## src/rtl/multdiv_sequencer_if.sv

```systemverilog
// Handshake bundle between the processor/datapath side and the multdiv control sequencer.
// The master drives start pulses and datapath status; the slave drives datapath controls.
interface multdiv_sequencer_if #(
  parameter int unsigned CNT_W = 6
);
  logic             ctrl_MULT;
  logic             ctrl_DIV;
  logic             divisor_zero;
  logic             mult_ovf;
  logic             op_latch_en;
  logic             acc_w_en;
  logic             acc_init;
  logic             op_is_div;
  logic [CNT_W-1:0] step;
  logic             busy;
  logic             result_rdy;
  logic             exception;

  modport master (
    output ctrl_MULT, ctrl_DIV, divisor_zero, mult_ovf,
    input  op_latch_en, acc_w_en, acc_init, op_is_div, step, busy, result_rdy, exception
  );

  modport slave (
    input  ctrl_MULT, ctrl_DIV, divisor_zero, mult_ovf,
    output op_latch_en, acc_w_en, acc_init, op_is_div, step, busy, result_rdy, exception
  );
endinterface

```

## src/rtl/multdiv_sequencer.sv

```systemverilog
// Control FSM for the iterative multdiv datapath: latches operands on a start pulse, runs a
// fixed number of accumulator steps, then pulses result_rdy with an exception flag.
module multdiv_sequencer #(
  parameter int unsigned MULT_STEPS = 16,
  parameter int unsigned DIV_STEPS  = 32,
  parameter int unsigned CNT_W      = 6
) (
  input logic                  clk,
  input logic                  clr,
  multdiv_sequencer_if.slave   bus
);

  typedef enum logic [1:0] {StIdle, StInit, StRun, StDone} state_e;

  localparam logic [CNT_W-1:0] MultLast = CNT_W'(MULT_STEPS - 1);
  localparam logic [CNT_W-1:0] DivLast  = CNT_W'(DIV_STEPS - 1);

  state_e           r_state, w_state_nxt;
  logic [CNT_W-1:0] r_step, w_step_nxt;
  logic             r_op_is_div, w_op_is_div_nxt;
  logic             r_dz_flag, w_dz_flag_nxt;
  logic             w_start, w_last_step;
  logic             w_op_latch_en, w_acc_w_en, w_acc_init, w_busy, w_result_rdy, w_exception;

  assign w_start     = bus.ctrl_MULT | bus.ctrl_DIV;
  assign w_last_step = (r_step == (r_op_is_div ? DivLast : MultLast));

  always_ff @(posedge clk) begin
    if (clr) begin
      r_state     <= StIdle;
      r_step      <= '0;
      r_op_is_div <= 1'b0;
      r_dz_flag   <= 1'b0;
    end else begin
      r_state     <= w_state_nxt;
      r_step      <= w_step_nxt;
      r_op_is_div <= w_op_is_div_nxt;
      r_dz_flag   <= w_dz_flag_nxt;
    end
  end

  always_comb begin
    w_state_nxt     = r_state;
    w_step_nxt      = r_step;
    w_op_is_div_nxt = r_op_is_div;
    w_dz_flag_nxt   = r_dz_flag;
    w_op_latch_en   = 1'b0;
    w_acc_w_en      = 1'b0;
    w_acc_init      = 1'b0;
    w_busy          = 1'b0;
    w_result_rdy    = 1'b0;
    w_exception     = 1'b0;
    unique case (r_state)
      StIdle: begin
        w_op_latch_en = w_start;
        if (w_start) begin
          w_state_nxt     = StInit;
          w_op_is_div_nxt = bus.ctrl_DIV & ~bus.ctrl_MULT;
        end
      end
      StInit: begin
        w_busy        = 1'b1;
        w_acc_w_en    = 1'b1;
        w_acc_init    = 1'b1;
        w_step_nxt    = '0;
        w_dz_flag_nxt = r_op_is_div & bus.divisor_zero;
        // Divide-by-zero has nothing to iterate; go straight to reporting.
        w_state_nxt   = w_dz_flag_nxt ? StDone : StRun;
      end
      StRun: begin
        w_busy     = 1'b1;
        w_acc_w_en = 1'b1;
        if (w_last_step) begin
          w_state_nxt = StDone;
          w_step_nxt  = '0;
        end else begin
          w_step_nxt = r_step + 1'b1;
        end
      end
      StDone: begin
        w_busy       = 1'b1;
        w_result_rdy = 1'b1;
        w_exception  = r_op_is_div ? r_dz_flag : bus.mult_ovf;
        w_state_nxt  = StIdle;
      end
      default: w_state_nxt = StIdle;
    endcase
  end

  assign bus.op_latch_en = w_op_latch_en;
  assign bus.acc_w_en    = w_acc_w_en;
  assign bus.acc_init    = w_acc_init;
  assign bus.op_is_div   = r_op_is_div;
  assign bus.step        = r_step;
  assign bus.busy        = w_busy;
  assign bus.result_rdy  = w_result_rdy;
  assign bus.exception   = w_exception;

endmodule

```

## src/flat_wrapper.sv

```systemverilog
// flat-port wrapper written by rule: the top's interface ports become plain ports
module multdiv_sequencer_flat 
#(
  parameter int unsigned MULT_STEPS = 16,
  parameter int unsigned DIV_STEPS  = 32,
  parameter int unsigned CNT_W      = 6
)
  (clk, clr, bus_ctrl_MULT, bus_ctrl_DIV, bus_divisor_zero, bus_mult_ovf, bus_op_latch_en, bus_acc_w_en, bus_acc_init, bus_op_is_div, bus_step, bus_busy, bus_result_rdy, bus_exception);
  multdiv_sequencer_if #(.CNT_W(CNT_W)) bus_i ();
  input logic clk;
  input logic clr;
  input wire logic [$bits(bus_i.ctrl_MULT)-1:0] bus_ctrl_MULT;
  input wire logic [$bits(bus_i.ctrl_DIV)-1:0] bus_ctrl_DIV;
  input wire logic [$bits(bus_i.divisor_zero)-1:0] bus_divisor_zero;
  input wire logic [$bits(bus_i.mult_ovf)-1:0] bus_mult_ovf;
  output wire logic [$bits(bus_i.op_latch_en)-1:0] bus_op_latch_en;
  output wire logic [$bits(bus_i.acc_w_en)-1:0] bus_acc_w_en;
  output wire logic [$bits(bus_i.acc_init)-1:0] bus_acc_init;
  output wire logic [$bits(bus_i.op_is_div)-1:0] bus_op_is_div;
  output wire logic [$bits(bus_i.step)-1:0] bus_step;
  output wire logic [$bits(bus_i.busy)-1:0] bus_busy;
  output wire logic [$bits(bus_i.result_rdy)-1:0] bus_result_rdy;
  output wire logic [$bits(bus_i.exception)-1:0] bus_exception;
  assign bus_i.ctrl_MULT = bus_ctrl_MULT;
  assign bus_i.ctrl_DIV = bus_ctrl_DIV;
  assign bus_i.divisor_zero = bus_divisor_zero;
  assign bus_i.mult_ovf = bus_mult_ovf;
  assign bus_op_latch_en = bus_i.op_latch_en;
  assign bus_acc_w_en = bus_i.acc_w_en;
  assign bus_acc_init = bus_i.acc_init;
  assign bus_op_is_div = bus_i.op_is_div;
  assign bus_step = bus_i.step;
  assign bus_busy = bus_i.busy;
  assign bus_result_rdy = bus_i.result_rdy;
  assign bus_exception = bus_i.exception;
  multdiv_sequencer #(.MULT_STEPS(MULT_STEPS), .DIV_STEPS(DIV_STEPS), .CNT_W(CNT_W)) u_core (.clk(clk), .clr(clr), .bus(bus_i));
endmodule
```

## config.mk

```make
export PLATFORM = sky130hd
export DESIGN_NAME = multdiv_sequencer_flat
export DESIGN_NICKNAME = d
export VERILOG_FILES = /design/src/rtl/multdiv_sequencer_if.sv /design/src/rtl/multdiv_sequencer.sv /design/src/flat_wrapper.sv
export SDC_FILE = /design/constraint.sdc
export NUM_CORES = 1
export LEC_CHECK = 0
export ABC_AREA = 1
export CORE_AREA = 5 5 42 44
export CTS_BUF_LIST = sky130_fd_sc_hd__clkbuf_4
export DETAILED_ROUTE_END_ITERATION = 8
export DIE_AREA = 0 0 47 49
export GPL_ROUTABILITY_DRIVEN = 1
export PLACE_DENSITY = 0.82
export SLEW_MARGIN = 20
export SYNTH_ARGS = -nofsm -noshare
export SYNTH_HDL_FRONTEND = slang
export SYNTH_SLANG_ARGS = --single-unit
```

## constraint.sdc

```tcl
create_clock -name clk -period 2.3 [get_ports clk]
set_clock_uncertainty 0.05 [all_clocks]
set_input_delay 0.46 -clock clk [delete_from_list [all_inputs] [get_ports clk]]
set_output_delay 0.46 -clock clk [all_outputs]
set_load 0.01 [all_outputs]
```

# After elaboration in Yosys (flattened, before gate mapping)
# Cells that the tools add are included.
[classes] addsub=1 n_mul=0 div=0 magnitude_cmp=0 eq_ne=6 shift=0 n_mux=14 bitwise=4 reduce_logical=6
[op_table] operator="6-bit one-hot mux with 2 select lines" n=1
[op_table] operator="1-bit two-way mux" n=8
[op_table] operator="2-bit one-hot mux with 4 select lines" n=1
[op_table] operator="6-bit by 1-bit adder with 6-bit output (second input constant)" n=1
[op_table] operator="6-bit equality test" n=1
[op_table] operator="6-bit two-way mux" n=1
[op_table] operator="5-bit two-way mux" n=1
[op_table] operator="2-bit equality test (second input constant)" n=2
[op_table] operator="2-bit two-way mux" n=2
[op_table] operator="2-bit by 1-bit inequality test with 1-bit output (second input constant)" n=2
[op_table] operator="2-bit AND reduction" n=2
[op_table] operator="3-bit OR reduction" n=1
[op_table] operator="1-bit bitwise AND" n=2
[op_table] operator="2-bit by 1-bit equality test with 1-bit output (second input constant)" n=1
[op_table] operator="2-bit zero test" n=1
[op_table] operator="2-bit nonzero test" n=1
[op_table] operator="2-bit OR reduction" n=1
[op_table] operator="1-bit inverter" n=1
[op_table] operator="1-bit OR" n=1
[totals] ff_bits=10 latchBits=0 mem_bits_rw=0 romBits=0 input_bits=6 out_inout_bits=13 n_memories=0

# Depth between registers and ports, before layout
# Gate-level depths: netlist (run 1).
[logic_depth] word_depth=4 depth_mapped=8 ltp_nobuf=8

# Worst setup path before layout (run 1)
# No wires, ideal clock.
[synth_path] path_kind="register to register" startpoint="register u_core.r_state[0]" endpoint="register u_core.r_step[5], in the netlist u_core.bus.step[5]" setup_time_ns=0.116 t_arrival_ns=1.390 setup_slack_ns=0.744 path_stages_with_launch=9 path_buffers=1 period_less_slack_ns=1.556 cell_sequence="dfxtp_1 inv_1 ha_1 buf_6 nand2_4 nor2_4 nand3_1 xor2_1 nor2_2"
[synth_between] elab_chain_cells=2
[synth_lines] element="start: declaration" line_no="multdiv_sequencer.sv:18" source="state_e r_state, w_state_nxt;"
[synth_lines] element="start signal: assignment" line_no="multdiv_sequencer.sv:30" source="r_state <= StIdle;"
[synth_lines] element="start signal: assignment" line_no="multdiv_sequencer.sv:35" source="r_state <= w_state_nxt;"
[synth_lines] element="2-bit equality test or 2-bit by 1-bit equality test with 1-bit output (tied branches)" line_no="multdiv_sequencer.sv:53" source="unique case (r_state)"
[synth_lines] element="6-bit one-hot mux with 2 select lines or 2-bit nonzero test (tied branches)"
[synth_lines] element="end signal: assignment" line_no="multdiv_sequencer.sv:36" source="r_step <= w_step_nxt;"
[synth_lines] element="end: declaration" line_no="multdiv_sequencer.sv:19" source="logic [CNT_W-1:0] r_step, w_step_nxt;"
# Several ways; a longest one is shown, not always the timed one.
# A chain may end at the register's enable or synchronous reset.

# Worst setup path after layout (run 1)
[layout_path] startpoint="register u_core.r_state[0]" endpoint="output port bus_op_latch_en"
[layout_between] elab_chain_cells=2
[layout_lines] element="2-bit zero test" line_no="multdiv_sequencer.sv:53"
[layout_lines] element="1-bit two-way mux" line_no="multdiv_sequencer.sv:53"
[layout_lines] element="end: declaration" line_no="flat_wrapper.sv:16" source="output wire logic [$bits(bus_i.op_latch_en)-1:0] bus_op_latch_en;"
# Every way passes these cells.

==> out/qor.yml, run 1 <==
run_status:
  outcome: "finished, final reports clean"
synthesis:
  avgSynthCellArea_sq_um: 7.85
  synth_area_sq_um: 581
  synth.top_cell.area_share: 0.345
  yosysWarnings: 0
  synthDistinctLibCells: 19
  synth-async-reset-ratio: 0
  ys.flop_type: "dfxtp_1"
  syn-num-nets: 86
  syn_inst: 74
  synth_common_cells: "inv_1, dfxtp_1, a21oi_1, nor2_1, nand2_1"
  ys_seq_area_frac: 0.345
  yosysMostFrequentCell: "inv_1"
  yosys.area.top_type: "dfxtp_1"
  synth_area_leaders: "dfxtp_1, ha_1, a21oi_1, inv_1, nor2_1"
  synth-seq-cells: 10
  synth_edf_count: 0
placement:
  place_congestion: 0.777
  dp_hpwl_microns: 985
  place_area_sq_um: 777
  io_buffer_count: 18
sta:
  worst_pin_slew_ns: 0.225
  rsz0062_at_grt: "false"
  tns_ns: 0
  hold_violations: 0
  drv_slew: 0
  finalCritPeriodShare: 0.957
  slew_headroom: 0.850
  setup_viol: 0
  final.min_clock_period_ns: 2.20
  timing.fmax_ghz: 0.454
detailed_routing:
  drc: 0
  wl_per_cell_microns: 10.9
  antenna_left: 0
  drt_iter0_drc: 6
  routed_wl_mm: 1.21
  vias_per_cell: 4.66
  drtPass1Iterations: 4
  vias: 517
global_routing:
  grt_pass1_wl_mm: 2.21
  grt_start_max_net_pins: 8
  grt_use_total: 0.136
  grt_pass1_vias: 490
  overflow: 0
  antenna_found_initial: 0
clock_tree:
  htreeDepth: 1
  cts_buffer_depth: 2
  cts_setup_buffers: 0
  clkLatencyLatePin_ns: 0.27
  cts_made_buffers: 3
  cts.clk_slew.worst_paths_ns: 0.06
  tritoncts: "built"
  clock-sinks: 10
  root_buffer: "clkbuf_4"
pwr:
  pwr_density_cell_nw_per_um2: 1030
  ir_drop_mv: 0.746
  leakage_uw: 0.000331
worst_setup_path:
  cp_max_fo: 5
  worstPathCellList: "inv_1, ha_2, inv_1, a21oi_1, clkdlybuf4s50_1"
  crit_top_cell: "inv_1"
  slowest_stage: "clkdlybuf4s50_1"
  max_stage_delay_ns: 0.55
  end_kind: "output pin"
  cp_data_required_time_ns: 1.79
  crit_type: "register to output pin"
  startpoint_type: "register"
  critPathArrivalTime_ns: 1.69
floorplan:
  start_util: 0.414
  die_w_microns: 47
  dieArea_sq_um: 2300
  ioPinCount: 19
  rows: 14
  core_region_area_sq_um: 1400
  die_y_microns: 49
hold_path:
  hold_path.class: "register to register"
finish:
  fin_area_sq_um: 802
  area_growth_pct: 38.1
  fin_nets: 109
  antenna_cells: 0
  drive_gt1_frac: 0.116
flow_run:
  drv_cap: 0
[state kept, by name (all words and copies together), names as in the netlist]
signal	count
u_core.bus.step	6
u_core.r_state	2
u_core.bus.op_is_div	1
u_core.r_dz_flag	1
[cells in the final DEF (no fill, tap or decap), drive strengths merged]
cell type      Yosys  layout
a21oi              9       9
buf                1       1
o21a               1       1
inv               11      11
a211oi             1       1
o21ai              1       1
nor2              11      11
nand2             11      11
xnor2              1       1
mux2i              1       1
clkdlybuf4s50      0      18
nor3               1       1
clkbuf             0       3
ha                 6       6
nand3              6       6
dfxtp             10      10
xor2               3       3
[what timing repair did]
item,in CTS,in global routing
hold buffers,0,0
setup endpoints to repair,0,1
resized for setup,0,1
[cell families (layout without fill, tap and decap cells)]
logic type	count (synthesis)	in the layout	synth area share
muxes	1	1	0.0172
xor gates and xnor gates	4	4	0.0604
DFF	10	10	0.345
buffers and inverters	12	33	0.0905
adders and majority gates	6	6	0.129
and+or+nand+nor	29	29	0.246
AOI/OAI and AO/OA	12	12	0.112
[power by group]
group / internal, uW / switching, uW
registers: 203 / 35.5
logic: 234 / 232
clock network: 60.5 / 59.9
total: 497 / 327
[worst max-delay path: cells and delay by family (launching register included)]
| family | cells | cell delay, ns |
|---|---|---|
| AO/OA/AOI/OAI | 1 | 0.11 |
| flip-flops | 1 | 0.34 |
| adder cells (fa/ha/maj) | 1 | 0.23 |
| buffers and inverters | 3 | 0.75 |
[per-stage QoR]
step	power, uW	worst slack, ns	cells	hold WS (ns)	util
floorplan	552	0.744	74	0.388	-
global placement	700	0.134	108	0.404	0.554
detailed placement	708	0.110	108	0.414	0.554
CTS	832	0.0726	111	0.424	0.571
global route	904	0.0120	111	0.442	0.572
finish	825	0.0988	111	0.425	0.572
[worst paths after layout]
kind                      from                  to  slack (ns)  cells past startpoint
max          u_core.r_state[0]     bus_op_latch_en         0.1                      5
min           u_core.r_dz_flag    u_core.r_dz_flag        0.43                      2
max reg2reg  u_core.r_state[0]  u_core.bus.step[5]        0.68                      8
min reg2reg   u_core.r_dz_flag    u_core.r_dz_flag        0.43                      2
[area by class of cell]
type | count | area [sq um]
clock buffer | 3 | 22.5
multi-input combinational | 52 | 330
timing repair buffer | 19 | 188
fill | 141 | 599
inverter | 11 | 41.3
tap | 16 | 20.0
sequential | 10 | 200
[metal layers]
| layer | vias to the layer above | GRT usage | share of wire |
|---|---|---|---|
| li1 | 276 | - | - |
| met4 | 0 | 0.0968 | 0.040 |
| met3 | 5 | 0.0480 | 0.038 |
| met2 | 6 | 0.204 | 0.51 |
| met1 | 230 | 0.151 | 0.41 |
| met5 | - | 0 | 0 |
Note: power is estimated with default switching activity, not from simulation.
==> run 2: changes to the inputs <==
- CORE_AREA: 5 5 42 44 -> 3 3 40 42
- CTS_CLUSTER_DIAMETER: not set -> 30
- DIE_AREA: 0 0 47 49 -> 0 0 43 45
- SLEW_MARGIN: 20 -> 25
==> run 2 against run 1 <==
  * Largest cell class unchanged
  * Critical endpoint is now bus_acc_w_en
  * Highest routed layer unchanged
  * Sequential cell count did not move
  * Die area fell by 16%
  * First-iteration DRC count rose by 17%
  * Routed wire length fell by 6.3%
==> out/qor.yml, run 2 (synthesized netlist as in run 1, its figures left out) <==
clock_tree:
  cts_resized: 0  # unchanged
  cts_buffer_depth: 2  # unchanged
  cts_made_buffers: 3  # unchanged
  clkLatencyLatePin_ns: 0.27  # about the same
  tritoncts: "built"
  clock-sinks: 10  # unchanged
  htreeDepth: 1  # unchanged
  cts_hold_buf: 0  # unchanged
  cts_setup_buffers: 0  # unchanged
  cts.clk_slew.worst_paths_ns: 0.06  # about the same
  root_buffer: "clkbuf_4"
sta:
  drv_slew: 0  # unchanged
  hold_violations: 0  # unchanged
  tns_ns: 0  # unchanged
  rsz0062_at_grt: "false"
  fin_hold_ws_ns: 0.429  # +0.00315 ns
  finalCritPeriodShare: 0.946  # -0.0114
  setup_viol: 0  # unchanged
  slew_headroom: 0.849  # about the same
  worst_pin_slew_ns: 0.226  # +0.000958 ns
  final.min_clock_period_ns: 2.17  # -0.0262 ns
  timing.fmax_ghz: 0.460  # +1.2%
worst_setup_path:
  crit_type: "register to output pin"
  worstPathCellList: "inv_1, ha_2, clkdlybuf4s50_1"
  end_kind: "output pin"
  path_delay_family: "buffers and inverters"
  max_stage_delay_ns: 0.53  # -0.02 ns
  cp.buffers_inverters: 2  # -1
  cp_data_required_time_ns: 1.79  # about the same
  slowest_stage: "clkdlybuf4s50_1"
  critPathArrivalTime_ns: 1.66  # -0.03 ns
  startpoint_type: "register"
  cp_max_fo: 5  # unchanged
finish:
  area_growth_pct: 39.0
  largest_reg_flops: 6  # unchanged
  drive_gt1_frac: 0.125  # +0.00921
  fin_nets: 109  # unchanged
  final_common_cell: "clkdlybuf4s50_1"
  antenna_cells: 0  # unchanged
  layout_common_cells: "clkdlybuf4s50_1, inv_1, dfxtp_1"
  n_fill_cell: 119  # -16%
global_routing:
  grt_start_max_net_pins: 8  # unchanged
  grt_util_met1: 0.146  # -0.00477
  grt_use_met2: 0.240  # +0.0359
  grt_use_total: 0.140  # +0.00394
  grtUsageMet3: 0.0598  # +0.0118
  grt_pass1_wl_mm: 1.97  # -11%
  grt_pass1_vias: 491  # +0.20%
  busiest_layer: "met2"
  overflow: 0  # unchanged
  antenna_found_initial: 0  # unchanged
floorplan:
  rows: 13  # -1
  core_region_area_sq_um: 1280  # -8.3%
  ioPinCount: 19  # unchanged
  dieArea_sq_um: 1940  # -16%
  start_util: 0.452  # +0.0375
  die_w_microns: 43  # -8.5%
  die_y_microns: 45  # -8.2%
pwr:
  seq_power_share: 0.291  # +0.002
  ir_drop_mv: 0.571  # -23%
  p_switching_uw: 332  # +1.3%
  power.share.switching: 0.400  # +0.00305
  p_clk_frac: 0.150  # +0.004
  pwr_density_cell_nw_per_um2: 1030  # about the same
  leakage_uw: 0.000343  # +3.6%
  p_int_uw: 498  # about the same
  pwr-share-comb: 0.558  # -0.007
detailed_routing:
  vias_per_cell: 4.70  # +0.97%
  routed_wl_mm: 1.14  # -6.3%
  wl_per_cell_microns: 10.2  # -6.3%
  drtPass1Iterations: 4  # unchanged
  drc: 0  # unchanged
  vias: 522  # +0.97%
  drt_iter0_drc: 7  # +1
  antenna_left: 0  # unchanged
placement:
  dp_hpwl_microns: 946  # -4.0%
  place_congestion: 0.799  # +2.9%
  io_buffer_count: 18  # unchanged
run_status:
  outcome: "finished, final reports clean"
hold_path:
  hold_path.class: "register to register"
flow_run:
  drv_cap: 0  # unchanged
-- run 2: cell types whose count changed in the layout (fill, tap and decap cells not counted) --
cell | previous run | this run
inv_2 | 0 | 1
clkinv_1 | 0 | 1
inv_1 | 11 | 10
dlymetal6s2s_1 | 0 | 1
clkdlybuf4s50_1 | 18 | 17
-- run 2: final timing paths --
path / slack [ns] / depth (start not counted) / endpoint / startpoint
max: 0.13 / 3 / bus_acc_w_en / u_core.r_state[1]
min reg2reg: 0.43 / 2 / u_core.r_dz_flag / u_core.r_dz_flag
max reg2reg: 0.64 / 8 / u_core.bus.step[5] / u_core.r_state[1]
min: 0.43 / 2 / u_core.r_dz_flag / u_core.r_dz_flag
-- run 2: worst min-delay path: cells and delay by family (launching register included) --
kind	cells	cell delay, ns
and+or+nand+nor	1	0.06
DFF	1	0.31
AOI/OAI and AO/OA	1	0.06
-- run 2: area by class of cell --
| type | count | area, sq um | area share |
|---|---|---|---|
| multi-input cells | 52 | 330 | 0.409 |
| flip-flops and latches | 10 | 200 | 0.248 |
| repair buffers | 19 | 190 | 0.236 |
| inverters | 11 | 41.3 | 0.0512 |
| clock buffers | 3 | 22.5 | 0.0279 |
| well taps | 15 | 18.8 | 0.0233 |
| clock inverters | 1 | 3.75 | 0.00465 |
-- run 2: per-layer routing --
| layer | wire [microns] | share of wire |
|---|---|---|
| met1 | 487 | 0.43 |
| met2 | 557 | 0.49 |
| met3 | 79 | 0.070 |
| met4 | 11 | 0.0097 |
| met5 | 0 | 0 |
-- run 2: metrics by stage --
step / util / power (uW) / area (sq um) / setup WS [ns] / cells
2_1_floorplan: - / 552 / 581 / 0.744 / 74
3_3_place_gp: 0.604 / 693 / 776 / 0.133 / 107
3_5_place_dp: 0.604 / 708 / 776 / 0.116 / 107
4_1_cts: 0.624 / 837 / 802 / 0.0446 / 111
5_1_grt: 0.628 / 905 / 807 / 0.0176 / 111
6_report: 0.628 / 829 / 807 / 0.125 / 111
-- run 2: power groups by stage --
stage | logic, uW | clock network, uW | registers (uW)
final | 463 | 125 | 241
after global routing | 520 | 139 | 247
after CTS | 466 | 131 | 241
after detailed placement | 464 | 0 | 245
after global placement | 452 | 0 | 241
after floorplan | 310 | 0 | 241
==> run 3: changes to the inputs <==
- TNS_END_PERCENT: not set -> 30
==> results of run 3 <==
No change in the layout: final DEF, timing and power equal those of run 2.
